File: src/rtl/tone_generator.sv
// -----------------------------------------------------------------------------
// tone_generator
//
// Burst sine-tone source. A second-order recursive oscillator (a Goertzel
// resonator run with no input) produces y[n] = A*sin(n*w) for a programmed
// number of samples. Output is a signed sample stream with valid/ready flow
// control.
//
// Ports:
//   i_clk    - clock, all logic on the rising edge
//   i_rst    - synchronous active-high reset
//   i_start  - one-cycle burst request, ignored while o_busy=1
//   i_coef   - signed 2*cos(w), Q(COEF_WIDTH-COEF_FRAC).COEF_FRAC
//   i_seed   - signed A*sin(w), i.e. y[1]
//   i_len    - unsigned number of samples in the burst
//   i_ready  - downstream accepts the current sample
//   o_valid  - o_data holds a sample
//   o_data   - signed sample y[n]
//   o_busy   - burst in progress
//   o_done   - one-cycle pulse when a burst completes
// -----------------------------------------------------------------------------
module tone_generator #(
    parameter int DATA_WIDTH = 16,
    parameter int COEF_WIDTH = 16,
    parameter int COEF_FRAC  = 14,
    parameter int LEN_WIDTH  = 16
) (
    input  logic                  i_clk,
    input  logic                  i_rst,
    input  logic                  i_start,
    input  logic [COEF_WIDTH-1:0] i_coef,
    input  logic [DATA_WIDTH-1:0] i_seed,
    input  logic [LEN_WIDTH-1:0]  i_len,
    input  logic                  i_ready,
    output logic                  o_valid,
    output logic [DATA_WIDTH-1:0] o_data,
    output logic                  o_busy,
    output logic                  o_done
);

    // Full-precision product width; the difference is carried one bit wider.
    localparam int PW = COEF_WIDTH + DATA_WIDTH;

    // Saturation bounds expressed at the (PW+1)-bit difference width.
    localparam logic signed [PW:0] SAT_MAX = {{(PW + 2 - DATA_WIDTH){1'b0}}, {(DATA_WIDTH - 1){1'b1}}};
    localparam logic signed [PW:0] SAT_MIN = {{(PW + 2 - DATA_WIDTH){1'b1}}, {(DATA_WIDTH - 1){1'b0}}};

    typedef enum logic {
        IDLE = 1'b0,
        RUN  = 1'b1
    } state_t;

    state_t state, state_next;

    logic signed [COEF_WIDTH-1:0] coef;
    logic signed [DATA_WIDTH-1:0] seed;
    logic        [LEN_WIDTH-1:0]  len;
    logic signed [DATA_WIDTH-1:0] s1;      // current sample y[n]
    logic signed [DATA_WIDTH-1:0] s2;      // previous sample y[n-1]
    logic        [LEN_WIDTH-1:0]  cnt;     // index of the sample on o_data
    logic        [LEN_WIDTH-1:0]  cnt_inc;
    logic                         done;
    logic                         done_next;
    logic                         accept;
    logic                         handshake;
    logic                         last;

    logic signed [PW-1:0]         coef_ext;
    logic signed [PW-1:0]         s1_ext;
    logic signed [PW-1:0]         prod;
    logic signed [PW-1:0]         prod_sh;
    logic signed [PW:0]           prod_sh_ext;
    logic signed [PW:0]           s2_ext;
    logic signed [PW:0]           diff;
    logic signed [DATA_WIDTH-1:0] next_sample;

    assign handshake = (state == RUN) && i_ready;
    assign cnt_inc   = cnt + LEN_WIDTH'(1);
    assign last      = (cnt_inc == len);

    // Recurrence: next = sat(((coef * s1) >>> COEF_FRAC) - s2).
    // Operands are sign-extended to the full product width so the multiply is
    // exact; the arithmetic shift floors toward -inf with no rounding.
    always_comb begin
        coef_ext    = {{DATA_WIDTH{coef[COEF_WIDTH-1]}}, coef};
        s1_ext      = {{COEF_WIDTH{s1[DATA_WIDTH-1]}}, s1};
        prod        = coef_ext * s1_ext;
        prod_sh     = prod >>> COEF_FRAC;
        prod_sh_ext = {prod_sh[PW-1], prod_sh};
        s2_ext      = {{(PW + 1 - DATA_WIDTH){s2[DATA_WIDTH-1]}}, s2};
        diff        = prod_sh_ext - s2_ext;
        if (diff > SAT_MAX) begin
            next_sample = SAT_MAX[DATA_WIDTH-1:0];
        end else if (diff < SAT_MIN) begin
            next_sample = SAT_MIN[DATA_WIDTH-1:0];
        end else begin
            next_sample = diff[DATA_WIDTH-1:0];
        end
    end

    // NOTE: every output of a combinational block gets a default first, so no
    // path through the case statement can leave a value unassigned (latch).
    always_comb begin
        state_next = state;
        done_next  = 1'b0;
        accept     = 1'b0;
        case (state)
            IDLE: begin
                if (i_start) begin
                    accept = 1'b1;
                    if (i_len == '0) begin
                        // Empty burst: completes immediately, no samples.
                        done_next = 1'b1;
                    end else begin
                        state_next = RUN;
                    end
                end
            end
            RUN: begin
                // A start here is dropped, including on the final handshake.
                if (handshake && last) begin
                    state_next = IDLE;
                    done_next  = 1'b1;
                end
            end
            default: state_next = IDLE;
        endcase
    end

    // NOTE: sequential state uses non-blocking assignments so every register
    // samples pre-edge values regardless of statement order.
    always_ff @(posedge i_clk) begin
        if (i_rst) begin
            state <= IDLE;
            done  <= 1'b0;
            coef  <= '0;
            seed  <= '0;
            len   <= '0;
            s1    <= '0;
            s2    <= '0;
            cnt   <= '0;
        end else begin
            state <= state_next;
            done  <= done_next;
            if (accept) begin
                coef <= i_coef;
                seed <= i_seed;
                len  <= i_len;
                s1   <= '0;   // y[0]
                s2   <= '0;
                cnt  <= '0;
            end else if (handshake) begin
                cnt <= cnt_inc;
                if (!last) begin
                    if (cnt == '0) begin
                        // y[1] is loaded directly; the recurrence starts at y[2].
                        s1 <= seed;
                        s2 <= '0;
                    end else begin
                        s1 <= next_sample;
                        s2 <= s1;
                    end
                end
            end
        end
    end

    assign o_valid = (state == RUN);
    assign o_busy  = (state == RUN);
    assign o_data  = o_valid ? s1 : '0;
    assign o_done  = done;

endmodule

File: config.mk
export PLATFORM = sky130hd
export DESIGN_NAME = tone_generator
export DESIGN_NICKNAME = d
export VERILOG_FILES = /design/src/rtl/tone_generator.sv
export SDC_FILE = /design/constraint.sdc
export NUM_CORES = 1
export LEC_CHECK = 0
export CORE_AREA = 2 2 197 199
export DETAILED_ROUTE_END_ITERATION = 6
export DIE_AREA = 0 0 199 201
export SLEW_MARGIN = 25
export SYNTH_ARGS = -nofsm -noshare
export SYNTH_HDL_FRONTEND = slang
export SYNTH_SLANG_ARGS = --single-unit
File: constraint.sdc
create_clock -name i_clk -period 8.85 [get_ports i_clk]
set_input_delay 1.77 -clock i_clk [delete_from_list [all_inputs] [get_ports i_clk]]
set_output_delay 1.77 -clock i_clk [all_outputs]
set_load 0.01 [all_outputs]
### Word level (Yosys, flattened, before mapping)

Cells that the tools add are included.
W data, S select, Z words.

| storage, ports and cells | value |
|---|---|
| logic and storage cells | 37 |
| bits in registers | 98 |
| output and inout bits | 19 |
| bits of input ports | 52 |

| operators by class | value |
|---|---|
| multipliers | 1 |
| mux-type cells | 15 |
| equal/unequal tests | 1 |
| reductions and logical operators | 6 |
| $add $sub $neg | 2 |
| bitwise gates (word level) | 2 |
| $lt $le $gt $ge | 2 |

Operator list:

| kind | count |
|---|---|
| $mux W16 | 5 |
| $logic_not A16 Y1 | 2 |
| $mul A16 B16 Y32 | 1 |
| $gt A19 B16 Y1 const B | 1 |
| $lt A19 B16 Y1 const B | 1 |
| $sub A18 B16 Y19 | 1 |
| $add A16 B1 Y16 const B | 1 |
| $eq A16 B16 Y1 | 1 |
| $mux W1 | 8 |
| $pmux W1 S2 | 2 |
| $logic_and A1 B1 Y1 | 2 |
| $not A1 Y1 | 2 |
| $reduce_and A2 Y1 | 1 |
| $reduce_or A2 Y1 | 1 |

### Depth between registers and ports, before layout

Gate-level depths: netlist of the first run.

| logic depth | value |
|---|---|
| depth after elaboration | 6 |
| gate-level depth with buffers | 36 |
| depth with buffers taken out | 32 |

### Worst setup path before layout of the first run

Ideal clock, no wire load.

| timing path | value |
|---|---|
| path kind | flip-flop to flip-flop |
| from | register s1[1] |
| to | register s1[10] |
| arrival time | 8060 ps |
| period minus slack after synthesis | 8185 ps |
| buffers on the path | 4 |
| library setup time | 125 ps |
| cell stages (with the launch flop) | 31 |
| required time | 8725 ps |
| setup slack | 665 ps |
| path through | dfxtp_1 -> clkbuf_1 -> clkbuf_1 -> nand2_1 -> inv_1 -> fa_1 -> inv_1 -> fa_1 -> inv_1 -> fa_1 -> fa_1 -> fa_1 -> fa_1 -> ha_1 -> o21a_1 -> nor3b_1 -> a221oi_1 -> nand2_1 -> o221ai_1 -> o21bai_1 -> a21oi_1 -> xnor2_1 -> ha_1 -> clkbuf_1 -> a21o_1 -> o311a_1 -> o32a_1 -> a31o_2 -> buf_6 -> a211oi_2 -> o32ai_1 |

| between the ends | value |
|---|---|
| word-level cells in the longest chain between the ends | 6 |
| elaborated cells on any way between the ends | 7 |
| those cells by class | 1 x add/sub; 1 x mul; 2 x order compare; 3 x mux |

RTL lines:

| item | RTL line | source |
|---|---|---|
| start, declared | 58 | `logic signed [DATA_WIDTH-1:0] s1;` |
| start signal, assigned | 160 | `s1 <= next_sample;` |
| $mul A16 B16 Y32 * | 87 | `prod = coef_ext * s1_ext;` |
| $sub A18 B16 Y19 * | 91 | `diff = prod_sh_ext - s2_ext;` |
| $lt A19 B16 Y1 | 94 | `end else if (diff < SAT_MIN) begin` |
| $mux W16 | 94 |  |
| $mux W16 * | 92 | `if (diff > SAT_MAX) begin` |
| $mux W16 * | 155 | `if (cnt == '0) begin` |

Mark *: on every way between the ends. The rest lies on a longest branch, timed or not.
A chain may end at the register's enable or synchronous reset.

### Worst setup path in the final report of the first run

| timing path | value |
|---|---|
| from | register s1[10] |
| to | register s1[14] |

Same word-level chain as after synthesis.

==> results of run 1 <==
final timing paths:
kind,start,end,slack [ps]
worst max-delay path,s1[10]$_SDFFE_PP0P_,s1[14]$_SDFFE_PP0P_,470
worst min-delay path,seed[6]$_SDFFE_PP0P_,seed[6]$_SDFFE_PP0P_,460
worst max register to register,s1[10]$_SDFFE_PP0P_,s1[14]$_SDFFE_PP0P_,470
worst min register to register,seed[6]$_SDFFE_PP0P_,seed[6]$_SDFFE_PP0P_,460
cell type report:
type	count	area (sq um)	area share
Clock buffer	9	225	0.0134
Clock inverter	7	77.6	0.00463
Inverter	330	1240	0.0739
Multi-Input combinational cell	1216	11400	0.680
Sequential cell	98	1970	0.118
Tap cell	518	648	0.0387
Timing Repair Buffer	131	1200	0.0718
cells by family after synthesis:
group,after synthesis,share of synthesized area
AOI/OAI and AO/OA,226,0.100
xor gates and xnor gates,65,0.0381
adders and majority gates,361,0.434
buffers and inverters,422,0.109
DFF,98,0.131
muxes,6,0.00410
and+or+nand+nor,558,0.184
per-layer routing:
metal / vias up / global-route usage / wire length [um]
met5: - / 0 / 0
met4: 0 / 0.0442 / 738
li1: 5474 / - / -
met1: 5815 / 0.271 / 17000
met2: 216 / 0.354 / 19000
met3: 45 / 0.0230 / 1370
sequential cells by signal, summed over array words and instances, names as in the netlist:
| signal | count |
|---|---|
| s1 | 16 |
| o_busy | 1 |
| o_done | 1 |
| coef | 16 |
| seed | 16 |
| s2 | 16 |
| cnt | 16 |
| len | 16 |
power by group:
group	switching (mW)	leakage, nW	total [mW]	internal (mW)
Clock	0.203	0.146	0.405	0.202
Sequential	0.0311	0.801	0.487	0.456
Combinational	0.205	6.80	0.360	0.155
worst max-delay path: cells and delay by family, from the launching register on:
kind,cells,cell delay (ps)
xor gates and xnor gates,1,150
and+or+nand+nor,3,400
buffers and inverters,4,540
adders and majority gates,8,3540
AOI/OAI and AO/OA,13,3050
DFF,1,550
layout by cell type (no fill, tap or decap), types with 10 or more instances in the layout:
cell             synthesis  layout
a211oi_1                13      12
a211oi_2                11      12
a21oi_1                103     101
and2_1                 138     138
buf_4                    2      57
clkdlybuf4s50_1          0      69
dfxtp_1                 98      89
fa_1                   262     262
ha_1                    99      99
inv_1                  330     330
nand2_1                244     244
nand2b_1                25      24
nand3_1                 28      28
nand4_1                 11      11
nor2_1                  54      54
nor3_1                  11      11
o21ai_0                 28      27
o32ai_1                 14      14
or3_1                   10      10
xnor2_1                 42      42
xor2_1                  23      23
through the flow:
| step | cell area [sq um] | TNS (ps) | instances |
|---|---|---|---|
| 2_1_floorplan | 15000 | 0 | 1736 |
| 3_3_place_gp | 16400 | 0 | 2293 |
| 3_5_place_dp | 16400 | -329 | 2293 |
| 4_1_cts | 16700 | 0 | 2309 |
| 5_1_grt | 16800 | 0 | 2309 |
| 6_report | 16800 | 0 | 2309 |
repair_timing:
item,4_1_cts,5_1_grt
pin swaps,0,1
gates resized for setup,1,13
endpoints found under the setup margin,15,16
==> results.py, run 1 <==
metrics = {
    "worst_setup_path": {
        "critPathLaunchType": "flip-flop",
        "ff2ff_path_depth": 29,
        "setup.worst_path.end_class": "flip-flop",
        "crit_top_cell": "fa_1",
        "slowest_delay_ps": 550,
        "required_ps": 9090,
        "cp_slowest_cell": "dfxtp_1",
        "path_max_fanout": 15,
        "crit_type": "reg2reg",
        "cp.arrival_ps": 8620,
    },
    "global_routing": {
        "grt_max_degree": 53,
        "antenna_found_initial": 0,
        "grt_pass1_vias": 12300,
        "grt_pass1_wl_um": 64100,
        "grtUsageTotal": 0.203,
        "grt-ovfl-total": 0,
    },
    "power": {
        "powerDensity_nw_per_um2": 74.7,
        "peakVddDrop_mv": 0.129,
        "p_leak_nw": 7.75,
        "power_mw": 1.25,
    },
    "clocking": {
        "cts_tree": "built",
        "clk_latency_ps": 360,
        "numClockSinks": 98,
        "clk_pin_slew_ps": 80,
        "cts_inserted_buffers": 9,
        "post_cts_buffers": 0,
        "clock_path_buffers": 2,
        "cts-root-buf": "clkbuf_16",
        "ctsHoldBuffers": 0,
        "h-tree-depth": 3,
    },
    "floorplan": {
        "core_sq_um": 38100,
        "io_pins": 71,
        "rows": 72,
        "die_w_um": 199,
        "start_util": 0.392,
        "die_height_um": 201,
        "design.die.area_sq_um": 40000,
    },
    "synth": {
        "synth_most_common_cell": "inv_1",
        "syn_area_sq_um": 15000,
        "syn_area_per_cell_sq_um": 8.61,
        "synth_fp_nets": 2149,
        "yosys_warnings": 0,
        "synthTopCellsByCount": "inv_1, fa_1, nand2_1",
        "synth_cell_type_count": 66,
        "syn_inst": 1736,
        "synth_edf_count": 0,
        "synth-seq-area-share": 0.131,
        "synthArstFlopShare": 0,
        "synth_top_area_cell": "fa_1",
        "synthFlopType": "dfxtp_1",
        "synth_top_cell_area_share": 0.351,
        "synth-seq-cells": 98,
        "synthTopCellsByArea": "fa_1, dfxtp_1, ha_1",
    },
    "sta": {
        "finalHoldViolCount": 0,
        "tightest_slew_ps": 981,
        "maxSlewViolCount": 0,
        "fmaxAchievable_mhz": 119,
        "maxSlewHeadroom": 0.346,
        "hold_slack_ps": 459,
        "fin_crit_sh": 0.947,
        "setup_viol": 0,
        "rsz0062_at_grt": "no",
        "fin_worst_skew_ps": 9.56,
        "post-route-worst-setup-slack_ps": 470,
        "min_period_ps": 8380,
    },
    "drt": {
        "vias": 11600,
        "vias_per_cell": 5.00,
        "first_pass_iters": 4,
        "drt_first_iter_violations": 701,
        "antenna_violating_nets_post_route": 0,
        "wl_per_cell_um": 16.5,
        "wl_um": 38200,
        "drc_errors": 0,
    },
    "place": {
        "gp_congestion": 0.883,
        "hpwl_um": 30500,
        "dp_slack_ps": -58.6,
        "io_buffers": 70,
    },
    "layout": {
        "fillers": 3778,
        "synthToLayoutAreaGrowth_pct": 12.0,
        "drive_above_1_share": 0.0664,
        "n_antenna_cell": 0,
        "nets": 2199,
        "utilization": 0.440,
    },
    "outcome": {
        "outcome": "complete, no violations",
    },
    "job": {
        "drv_cap": 0,
    },
    "worst_hold_path": {
        "hold_class": "reg2reg",
        "hold_depth": 2,
    },
}
Note: power is estimated with default switching activity, not from simulation.
==> inputs of run 2 (changes only) <==
Settings changed: REMOVE_ABC_BUFFERS from default to 1.
==> results.py, run 2 (same netlist as run 1, synthesis figures left out) <==
metrics = {
    "sta": {
        "post-route-worst-setup-slack_ps": 448,
        "fin_worst_skew_ps": 9.39,
        "maxSlewViolCount": 0,
        "fmaxAchievable_mhz": 119,
        "maxSlewHeadroom": 0.333,
        "fin_crit_sh": 0.949,
        "fin_tns_setup_ps": 0,
        "tightest_slew_ps": 999,
        "min_period_ps": 8400,
        "finalHoldViolCount": 0,
        "setup_viol": 0,
    },
    "floorplan": {
        "start_util": 0.392,
        "core_sq_um": 38100,
        "design.die.area_sq_um": 40000,
        "rows": 72,
        "die_height_um": 201,
        "io_pins": 71,
        "die_w_um": 199,
    },
    "worst_setup_path": {
        "critPathLaunchType": "flip-flop",
        "crit_type": "reg2reg",
        "cp.arrival_ps": 8660,
        "required_ps": 9110,
        "setup.worst_path.end_class": "flip-flop",
        "path_max_fanout": 18,
    },
    "clocking": {
        "cts_inserted_buffers": 9,
        "cts_tree": "built",
        "clk_latency_ps": 360,
        "h-tree-depth": 3,
        "clock_path_buffers": 2,
        "clk_pin_slew_ps": 70,
        "ctsHoldBuffers": 0,
        "post_cts_buffers": 0,
        "cts-root-buf": "clkbuf_16",
        "numClockSinks": 98,
    },
    "drt": {
        "wl_um": 38100,
        "first_pass_iters": 6,
        "vias": 11500,
        "antenna_violating_nets_post_route": 0,
        "drt_first_iter_violations": 579,
        "wl_per_cell_um": 16.7,
        "vias_per_cell": 5.01,
        "drc_errors": 0,
    },
    "power": {
        "intPower_mw": 0.832,
        "switching_power_mw": 0.433,
        "switching_share": 0.342,
        "powerDensity_nw_per_um2": 76.3,
        "clock_power_share": 0.330,
        "seqPwrFrac": 0.388,
        "peakVddDrop_mv": 0.0993,
        "power_mw": 1.26,
        "p_leak_nw": 7.63,
        "comb_power_share": 0.283,
    },
    "global_routing": {
        "grtUsageTotal": 0.201,
        "antenna_found_initial": 0,
        "grt-ovfl-total": 0,
        "grt_max_degree": 53,
        "grt_pass1_vias": 12200,
        "grt_pass1_wl_um": 63600,
    },
    "layout": {
        "synthToLayoutAreaGrowth_pct": 10.8,
        "regArea_sq_um": 1980,
        "multi_input_area_sq_um": 11400,
        "final_common_cell": "inv_1",
        "n_antenna_cell": 0,
        "final_cell_mix": "inv_1, fa_1, nand2_1",
        "nets": 2177,
        "drive_above_1_share": 0.0571,
        "fillers": 3800,
    },
    "outcome": {
        "outcome": "complete, no violations",
    },
    "place": {
        "dp_slack_ps": 117,
        "io_buffers": 70,
        "hpwl_um": 30200,
        "gp_congestion": 0.884,
    },
    "worst_hold_path": {
        "hold_class": "reg2reg",
    },
    "job": {
        "drv_cap": 0,
    },
}
## run 2: cell count changes in the layout (fill, tap and decap cells not counted), sizes merged
cell / change
bufinv: +1
inv: -1
clkinv: -1
buf: -22
clkbuf: +1
## run 2: what timing repair did
item,CTS,global route
gates resized for setup,0,19
endpoints found under the hold margin,0,0
setup endpoints to repair,0,15
## run 2: worst paths after layout
| kind | start | to | slack [ps] | depth (start not counted) |
|---|---|---|---|---|
| worst max register to register | s1[1]$_SDFFE_PP0P_ | s1[4]$_SDFFE_PP0P_ | 450 | 27 |
| worst min register to register | seed[13]$_SDFFE_PP0P_ | seed[13]$_SDFFE_PP0P_ | 460 | 2 |
| worst min-delay path | seed[13]$_SDFFE_PP0P_ | seed[13]$_SDFFE_PP0P_ | 460 | 2 |
| worst max-delay path | s1[1]$_SDFFE_PP0P_ | s1[4]$_SDFFE_PP0P_ | 450 | 27 |
## run 2: power groups by stage
| stage | Combinational (mW) | Sequential, mW | Clock, mW |
|---|---|---|---|
| finish | 0.358 | 0.490 | 0.417 |
| global route | 0.391 | 0.493 | 0.447 |
| CTS | 0.354 | 0.490 | 0.429 |
| detailed placement | 0.351 | 0.500 | 0 |
| global placement | 0.349 | 0.499 | 0 |
| floorplan | 0.212 | 0.486 | 0 |
## run 2: routing by layer
metal  routed length [um]  up-vias  global-route usage
li1                     -     5434                   -
met1                17200     5768               0.271
met2                18900      211               0.347
met3                 1160       46              0.0213
met4                  804        0              0.0485
met5                    0        -                   0
## run 2: through the flow
step           hold WS (ps)  std cells  utilization  area, sq um
6_report                458       2287        0.435        16600
5_1_grt                 482       2287        0.435        16600
4_1_cts                 461       2287        0.434        16500
3_5_place_dp            449       2271        0.426        16200
3_3_place_gp            444       2271        0.426        16200
2_1_floorplan           431       1644            -        14600
## run 2: cell type report
class,instances,area share
Clock buffer,10,0.0138
Clock inverter,6,0.00430
Inverter,330,0.0748
Multi-Input combinational cell,1216,0.688
Sequential cell,98,0.119
Tap cell,518,0.0391
Timing Repair Buffer,109,0.0612
## run 2: worst max-delay path: stages, from the launching register on
cell	delay (ps)
dfxtp_1	380
buf_4	280
nand2_1	120
fa_1	550
fa_1	500
fa_1	550
inv_1	50
fa_1	600
fa_1	440
fa_1	460
ha_1	310
a211oi_1	320
a221oi_1	130
nor2b_1	270
a21oi_1	150
a21o_1	230
a21oi_1	260
o21bai_1	140
xor2_1	160
ha_1	260
a211o_1	320
o31ai_1	510
a31oi_1	150
a211oi_1	320
a31o_2	240
buf_12	150
a211oi_2	80
o32ai_1	330
